===== config.mk =====
export PLATFORM = sky130hd
export DESIGN_NAME = pump_alarm_annunciator
export DESIGN_NICKNAME = d
export VERILOG_FILES = /design/src/rtl/pump_alarm_annunciator.sv
export SDC_FILE = /design/constraint.sdc
export NUM_CORES = 1
export LEC_CHECK = 0
export CORE_MARGIN = 4
export CORE_UTILIZATION = 30
export CTS_CLUSTER_DIAMETER = 60
export DETAILED_ROUTE_END_ITERATION = 16
export SYNTH_ARGS = -nofsm -noshare
export SYNTH_HDL_FRONTEND = slang
export SYNTH_SLANG_ARGS = --single-unit

===== constraint.sdc =====
create_clock -name clk -period 1.67 [get_ports clk]
set_input_delay 0.2505 -clock clk [delete_from_list [all_inputs] [get_ports clk]]
set_output_delay 0.2505 -clock clk [all_outputs]
set_load 0.01 [all_outputs]

===== src/rtl/pump_alarm_annunciator.sv =====
// pump_alarm_annunciator
//   Debounces the six alarm lines from industrial_pump_monitor, latches the
//   qualified alarms with first-out capture, and sequences the pump through
//   IDLE / RUN / TRIP / ACKED / LOCKOUT with horn, flashing lamp and a
//   restart lockout timer.
//
// Ports
//   clk            system clock, rising edge
//   rst_n          asynchronous active-low reset
//   A1..A6         raw alarm lines, 1 = alarm
//   start_req      operator start (level)
//   stop_req       operator stop (level, wins over start)
//   ack            operator acknowledge (level, only acted on in TRIP)
//   pump_run       pump contactor command
//   horn           audible alarm
//   lamp           alarm lamp (flashes in TRIP, steady in ACKED/LOCKOUT)
//   alarm_latched  sticky qualified alarms, bit i-1 <-> Ai
//   first_out      code 1..6 of first qualified alarm, 0 = none
//   fault_active   OR of currently qualified alarms
//   lockout        high while in LOCKOUT
module pump_alarm_annunciator #(
    parameter int DEBOUNCE_CYCLES = 4,
    parameter int RESTART_DELAY   = 1000,
    parameter int FLASH_DIV       = 8
) (
    input  logic       clk,
    input  logic       rst_n,
    input  logic       A1,
    input  logic       A2,
    input  logic       A3,
    input  logic       A4,
    input  logic       A5,
    input  logic       A6,
    input  logic       start_req,
    input  logic       stop_req,
    input  logic       ack,
    output logic       pump_run,
    output logic       horn,
    output logic       lamp,
    output logic [5:0] alarm_latched,
    output logic [2:0] first_out,
    output logic       fault_active,
    output logic       lockout
);

    localparam logic [7:0]  DB_LIMIT   = 8'(DEBOUNCE_CYCLES);
    localparam logic [15:0] LOCK_LOAD  = 16'(RESTART_DELAY);
    localparam logic [7:0]  FLASH_LAST = 8'(FLASH_DIV - 1);

    typedef enum logic [2:0] {
        ST_IDLE,
        ST_RUN,
        ST_TRIP,
        ST_ACKED,
        ST_LOCKOUT
    } state_t;

    logic [5:0] alarm_raw;
    assign alarm_raw = {A6, A5, A4, A3, A2, A1};

    // ---------------------------------------------------------------
    // Per-channel debounce
    // ---------------------------------------------------------------
    logic [7:0] db_cnt_reg  [6];
    logic [7:0] db_cnt_next [6];
    logic [5:0] qualified_reg;
    logic [5:0] qualified_next;

    generate
        for (genvar gi = 0; gi < 6; gi++) begin : g_debounce
            // Saturating count of consecutive high samples; a low sample
            // drops both the count and the qualified flag on the same edge.
            assign db_cnt_next[gi] = !alarm_raw[gi]        ? 8'd0 :
                                     (db_cnt_reg[gi] == DB_LIMIT) ? db_cnt_reg[gi] :
                                     db_cnt_reg[gi] + 8'd1;
            assign qualified_next[gi] = alarm_raw[gi] && (db_cnt_next[gi] == DB_LIMIT);
        end
    endgenerate

    always_ff @(posedge clk or negedge rst_n) begin
        if (!rst_n) begin
            for (int i = 0; i < 6; i++) db_cnt_reg[i] <= 8'd0;
            qualified_reg <= 6'd0;
        end else begin
            for (int i = 0; i < 6; i++) db_cnt_reg[i] <= db_cnt_next[i];
            qualified_reg <= qualified_next;
        end
    end

    assign fault_active = |qualified_reg;

    // ---------------------------------------------------------------
    // Sequencer next-state logic
    // ---------------------------------------------------------------
    state_t      state_reg, state_next;
    logic [15:0] lock_cnt_reg, lock_cnt_next;
    logic [7:0]  flash_cnt_reg, flash_cnt_next;
    logic        flash_phase_reg, flash_phase_next;
    logic [5:0]  alarm_latched_reg, alarm_latched_next;
    logic [2:0]  first_out_reg, first_out_next;
    logic        pump_run_reg, horn_reg, lamp_reg, lockout_reg;

    logic [5:0]  newly_qualified;
    logic        clear_latch;
    logic [2:0]  first_code;

    // A channel is "new" only if it has not been latched since the last clear,
    // so repeats of a known alarm never re-sound the horn from ACKED.
    assign newly_qualified = qualified_reg & ~alarm_latched_reg;

    // Lowest index wins when several channels qualify together.
    always_comb begin
        first_code = 3'd0;
        for (int i = 5; i >= 0; i--) begin
            if (qualified_reg[i]) first_code = 3'(i + 1);
        end
    end

    always_comb begin
        state_next    = state_reg;
        lock_cnt_next = lock_cnt_reg;
        case (state_reg)
            ST_IDLE: begin
                if (fault_active)               state_next = ST_TRIP;
                else if (start_req && !stop_req) state_next = ST_RUN;
            end
            ST_RUN: begin
                if (fault_active)  state_next = ST_TRIP;
                else if (stop_req) state_next = ST_IDLE;
            end
            ST_TRIP: begin
                if (ack && (newly_qualified == 6'd0)) state_next = ST_ACKED;
            end
            ST_ACKED: begin
                if (newly_qualified != 6'd0) begin
                    state_next = ST_TRIP;
                end else if (!fault_active) begin
                    state_next    = ST_LOCKOUT;
                    lock_cnt_next = LOCK_LOAD;
                end
            end
            ST_LOCKOUT: begin
                if (fault_active) begin
                    state_next    = ST_TRIP;
                    lock_cnt_next = 16'd0;
                end else if (lock_cnt_reg <= 16'd1) begin
                    // Leaves on the edge the count reaches zero, so LOCKOUT
                    // lasts exactly RESTART_DELAY cycles.
                    state_next    = ST_IDLE;
                    lock_cnt_next = 16'd0;
                end else begin
                    lock_cnt_next = lock_cnt_reg - 16'd1;
                end
            end
            default: state_next = ST_IDLE;
        endcase
    end

    assign clear_latch = (state_reg == ST_LOCKOUT) && (state_next == ST_IDLE);

    always_comb begin
        alarm_latched_next = clear_latch ? 6'd0 : (alarm_latched_reg | qualified_reg);
        first_out_next     = clear_latch ? 3'd0 :
                             (first_out_reg == 3'd0) ? first_code : first_out_reg;
    end

    // Flash divider restarts with the lamp on whenever TRIP is (re)entered.
    always_comb begin
        flash_cnt_next   = flash_cnt_reg;
        flash_phase_next = flash_phase_reg;
        if ((state_next == ST_TRIP) && (state_reg != ST_TRIP)) begin
            flash_cnt_next   = 8'd0;
            flash_phase_next = 1'b1;
        end else if (state_reg == ST_TRIP) begin
            if (flash_cnt_reg == FLASH_LAST) begin
                flash_cnt_next   = 8'd0;
                flash_phase_next = ~flash_phase_reg;
            end else begin
                flash_cnt_next = flash_cnt_reg + 8'd1;
            end
        end
    end

    // ---------------------------------------------------------------
    // State and registered outputs
    // ---------------------------------------------------------------
    always_ff @(posedge clk or negedge rst_n) begin
        if (!rst_n) begin
            state_reg         <= ST_IDLE;
            lock_cnt_reg      <= 16'd0;
            flash_cnt_reg     <= 8'd0;
            flash_phase_reg   <= 1'b0;
            alarm_latched_reg <= 6'd0;
            first_out_reg     <= 3'd0;
            pump_run_reg      <= 1'b0;
            horn_reg          <= 1'b0;
            lamp_reg          <= 1'b0;
            lockout_reg       <= 1'b0;
        end else begin
            state_reg         <= state_next;
            lock_cnt_reg      <= lock_cnt_next;
            flash_cnt_reg     <= flash_cnt_next;
            flash_phase_reg   <= flash_phase_next;
            alarm_latched_reg <= alarm_latched_next;
            first_out_reg     <= first_out_next;
            pump_run_reg      <= (state_next == ST_RUN);
            horn_reg          <= (state_next == ST_TRIP);
            lamp_reg          <= (state_next == ST_TRIP)  ? flash_phase_next :
                                 ((state_next == ST_ACKED) || (state_next == ST_LOCKOUT));
            lockout_reg       <= (state_next == ST_LOCKOUT);
        end
    end

    assign pump_run      = pump_run_reg;
    assign horn          = horn_reg;
    assign lamp          = lamp_reg;
    assign lockout       = lockout_reg;
    assign alarm_latched = alarm_latched_reg;
    assign first_out     = first_out_reg;

endmodule


==> results.txt, run 1 <==
----------------------------------------------------
[STA]
  Achievable clock frequency ... approximately 550 MHz
  Final worst-path cycle share ... 109%
  Final Max Slew Viols ... 0
  Final worst hold slack ... 0.308 ns
  RSZ-0062 raised after global routing ... yes
  Final TNS setup ... -3.07 ns
  Worst Tran Pin Value ... between 0.5 and 0.6 ns
  Slew Limit Headroom ... a little over three fifths
  Setup ws final ... -0.157 ns
  Minimum clock period ... approximately 1.8 ns
  Fin Clk Skew ... around 0.0057 ns
  Final count of hold timing violations ... 0
  Total of endpoints with negative setup slack in the final report ... 40

[Worst setup path]
  Number of cells on the worst reg-to-reg path ... 7
  Largest delay contributor family on the critical path ... simple AND/OR/NAND/NOR gates
  CP Capture Point ... first_out[2]
  Series of cell instances along the critical path ... or3_4 -> and4b_2 -> buf_4 -> nand2_4 -> nor2_4 -> clkbuf_16 -> nor2_1
  Startpoint of the most critical setup path ... lock_cnt_reg[10]
  Critical path fanouts, max ... 4
  Register-to-register setup slack ... -0.16 ns
  Data arrival time of the critical path ... ~2.1 ns
  Type of the worst setup path ... flip-flop to flip-flop
  Number of buffers and inverters on the critical path ... 2
  Worst Path Required ... between 1.5 and 2 ns
  Max incr delay on CP ... between 0.3 and 0.4 ns
  Sort of element at the end of the critical path ... flip-flop
  Launching element type of the critical path ... flip-flop
  Cell with the biggest individual delay on the critical path ... sky130_fd_sc_hd__dfrtp_1
  R2r startpoint ... lock_cnt_reg[10]
  RR Endpoint ... first_out[2]
  Worst path depth ... 7

[Routing]
  DRT Pass-1 Iters ... 4
  Routed wire per std cell ... roughly 14 microns
  Routed via count divided by cell count ... slightly below 5
  First-iteration detailed-routing DRC count ... between 200 and 300
  Number of remaining DRC errors ... 0
  Routed via count ... 4629
  Total wire length after detailed routing ... approximately 13000 microns
  Final ANT Viol Nets ... 0

[Logic synthesis]
  Most used flip-flop cell after synthesis ... sky130_fd_sc_hd__dfrtp_1
  Synth unique cells ... 64
  Cell count after synthesis ... 568
  Dominant cells by area after synthesis ... sky130_fd_sc_hd__dfrtp_1, sky130_fd_sc_hd__nor2_1, sky130_fd_sc_hd__xnor2_1, sky130_fd_sc_hd__ha_1, sky130_fd_sc_hd__a21oi_1
  Share of synthesized registers carrying an async set or reset ... between 90% and 100%
  Synth Register Bits ... 95
  Number of enable-type register cells in the synthesized netlist ... 0
  Sequential-to-total area share from yosys stat ... around 45%
  Post-synthesis area per instance ... a little over 9 sq um
  Warning count from the yosys run ... 0
  Post-Synthesis Cell Area ... about 0.0053 sq mm
  Net Count, Synth ... around 590
  Most numerous cell in the Yosys netlist ... sky130_fd_sc_hd__dfrtp_1
  Cell taking the most area after synthesis ... sky130_fd_sc_hd__dfrtp_1
  Yosys top cell area share ... between 40% and 50%
  Synth cell count leaders ... sky130_fd_sc_hd__dfrtp_1, sky130_fd_sc_hd__nor2_1, sky130_fd_sc_hd__nand2_1

[Final layout]
  Layout overhead on the synthesized area ... 41.8%
  Layout cells sized above 1 ... around 31%
  Final Core Density ... 43.3%
  Number of diodes added for antenna fixing ... 0
  Flip-flop count of the largest register, all copies and words added ... 48
  Final #Nets ... between 700 and 800

[Floorplan]
  Initial cell density of the core ... 30.5%
  Area inside the core boundary ... ~0.017 sq mm
  Vertical extent of the die ... 140 microns
  Total I/O pin count ... 25
  Row Count ... 48
  DIE AREA ... 0.0197 sq mm
  Die X-Extent ... roughly 140 microns

[CTS]
  Maximum clock path buffer count ... 2
  Clock insertion delay at the later pin of the skew report ... 0.35 ns
  Clock root cell ... sky130_fd_sc_hd__clkbuf_16
  Number of sinks handled by clock tree synthesis ... 95
  Max H-tree Level ... 3
  TritonCTS buffer count ... 9
  Clock tree from TritonCTS ... yes
  Worst-path clk slew ... 0.07 ns

[Power]
  Ratio of total power to cell area ... about 1400 mW/mm^2
  Leak Pwr ... between 3 and 4 nW
  Peak supply drop ... 0.839 mV

[Hold path]
  Min-delay worst type ... primary input to asynchronous set/reset pin

[Global route]
  Maximum number of pins on one net before global-route repair ... 49
  Overall overflow remaining after global route ... 0
  Number of antenna violations at the first check in global routing ... 0
  First-pass GRT wire length ... around 21000 microns
  GRT Util Overall ... about an eighth
  Via count of the first global-routing pass ... approximately 4600

[Place]
  Final HPWL DP ... between 9000 and 10000 microns
  Routability congestion estimate from global placement ... ~0.86
  Count of input and output buffers ... 24

[Outcome]
  Status ... finished with violations
  Failing checks ... negative setup slack

[Flow run]
  Max-cap check violation count ... 0

----------------------------------------------------
[how the worst min path moves through the flow]
| stage | startpoint | to | slack [ns] | depth (start not counted) |
|---|---|---|---|---|
| final | rst_n | lock_cnt_reg[5] | 0.31 | 2 |
| after global routing | rst_n | lock_cnt_reg[5] | 0.32 | 2 |
| after CTS | rst_n | lock_cnt_reg[5] | 0.30 | 2 |
| after detailed placement | rst_n | flash_cnt_reg[7] | 0.14 | 1 |
| after global placement | rst_n | flash_cnt_reg[7] | 0.14 | 1 |
| after floorplan | rst_n | alarm_latched[0] | -0.05 | 0 |
[stage by stage]
step | std cells | setup slack [ns] | total power, W | cell area, sq um
final | 938 | -0.157 | 0.0104 | 7460
after global routing | 938 | -0.186 | 0.0111 | 7460
after CTS | 935 | -0.110 | 0.0100 | 7110
after detailed placement | 905 | -0.231 | 0.00744 | 6530
after global placement | 905 | -0.256 | 0.00733 | 6530
after floorplan | 568 | -0.0835 | 0.00556 | 5280
[placed cells by master, fill, tap and decap left out, types with 8 or more instances in the layout]
cell type / instances
sky130_fd_sc_hd__buf_4: 104
sky130_fd_sc_hd__dfrtp_1: 91
sky130_fd_sc_hd__nor2_1: 63
sky130_fd_sc_hd__nand2_1: 34
sky130_fd_sc_hd__a21oi_1: 28
sky130_fd_sc_hd__nand3_1: 25
sky130_fd_sc_hd__inv_1: 22
sky130_fd_sc_hd__clkdlybuf4s50_1: 21
sky130_fd_sc_hd__xnor2_1: 19
sky130_fd_sc_hd__xor2_1: 17
sky130_fd_sc_hd__and3_1: 16
sky130_fd_sc_hd__o21ai_1: 12
sky130_fd_sc_hd__and2_1: 12
sky130_fd_sc_hd__nor2b_1: 11
sky130_fd_sc_hd__nor3_1: 10
sky130_fd_sc_hd__o21ai_0: 10
sky130_fd_sc_hd__ha_1: 10
sky130_fd_sc_hd__clkbuf_16: 10
sky130_fd_sc_hd__buf_6: 10
sky130_fd_sc_hd__nand2b_1: 9
sky130_fd_sc_hd__nor3_2: 8
sky130_fd_sc_hd__or3_1: 8
[final cells by class]
| class | count | area, sq um |
|---|---|---|
| fill | 1624 | 9770 |
| multi-input combinational | 434 | 3190 |
| sequential | 95 | 2380 |
| timing repair buffer | 141 | 1210 |
| tap | 225 | 282 |
| clock buffer | 9 | 225 |
| inverter | 27 | 104 |
| clock inverter | 7 | 73.8 |
[logic make-up after synthesis]
family,count (synthesis),synth area share (%)
multiplexers,5,0.951
XOR/XNOR,39,6.49
adder cells (fa/ha/maj),15,3.57
buffers and inverters,40,3.00
AO/OA/AOI/OAI,114,14.2
flip-flops,95,45.2
AND/OR/NAND/NOR,260,26.7
[power breakdown]
group / switching, W / total [W] / internal (W) / leakage [nW]
clock network: 0.000927 / 0.00209 / 0.00116 / 0.134
logic: 0.00248 / 0.00501 / 0.00253 / 1.93
registers: 0.000497 / 0.00332 / 0.00282 / 1.23
total: 0.00391 / 0.0104 / 0.00651 / 3.29
[layer usage]
| layer | routed length, microns | up-vias | global-route usage (%) |
|---|---|---|---|
| met5 | 0 | - | 0 |
| met4 | 167 | 0 | 3.88 |
| met3 | 479 | 12 | 3.48 |
| met2 | 6590 | 59 | 22.1 |
| met1 | 5800 | 2261 | 16.5 |
| li1 | - | 2297 | - |
[timing repair]
action                                 CTS  global route
hold buffers                             1             0
pin swaps                               32            27
cloned                                   1             1
setup endpoints to repair               51            70
gates resized for setup                 45            77
buffers inserted                        12             4
endpoints found under the hold margin   12             0
(Power assumes the default switching activity.)
==> run 2, diff against run 1 <==
--- a/config.mk
+++ b/config.mk
@@ -5,6 +5,7 @@
 export SDC_FILE = /design/constraint.sdc
 export NUM_CORES = 1
 export LEC_CHECK = 0
+export CAP_MARGIN = 15
 export CORE_MARGIN = 4
 export CORE_UTILIZATION = 30
 export CTS_CLUSTER_DIAMETER = 60
==> results of run 2 <==
Final layout, timing and power as in run 1 (identical DEF).
==> run 3, diff against run 2 <==
--- a/config.mk
+++ b/config.mk
@@ -5,10 +5,11 @@
 export SDC_FILE = /design/constraint.sdc
 export NUM_CORES = 1
 export LEC_CHECK = 0
-export CAP_MARGIN = 15
+export CAP_MARGIN = 10
 export CORE_MARGIN = 4
 export CORE_UTILIZATION = 30
 export CTS_CLUSTER_DIAMETER = 60
+export CTS_CLUSTER_SIZE = 8
 export DETAILED_ROUTE_END_ITERATION = 16
 export SYNTH_ARGS = -nofsm -noshare
 export SYNTH_HDL_FRONTEND = slang
==> results of run 3 <==
Final layout, timing and power as in run 1 (identical DEF).
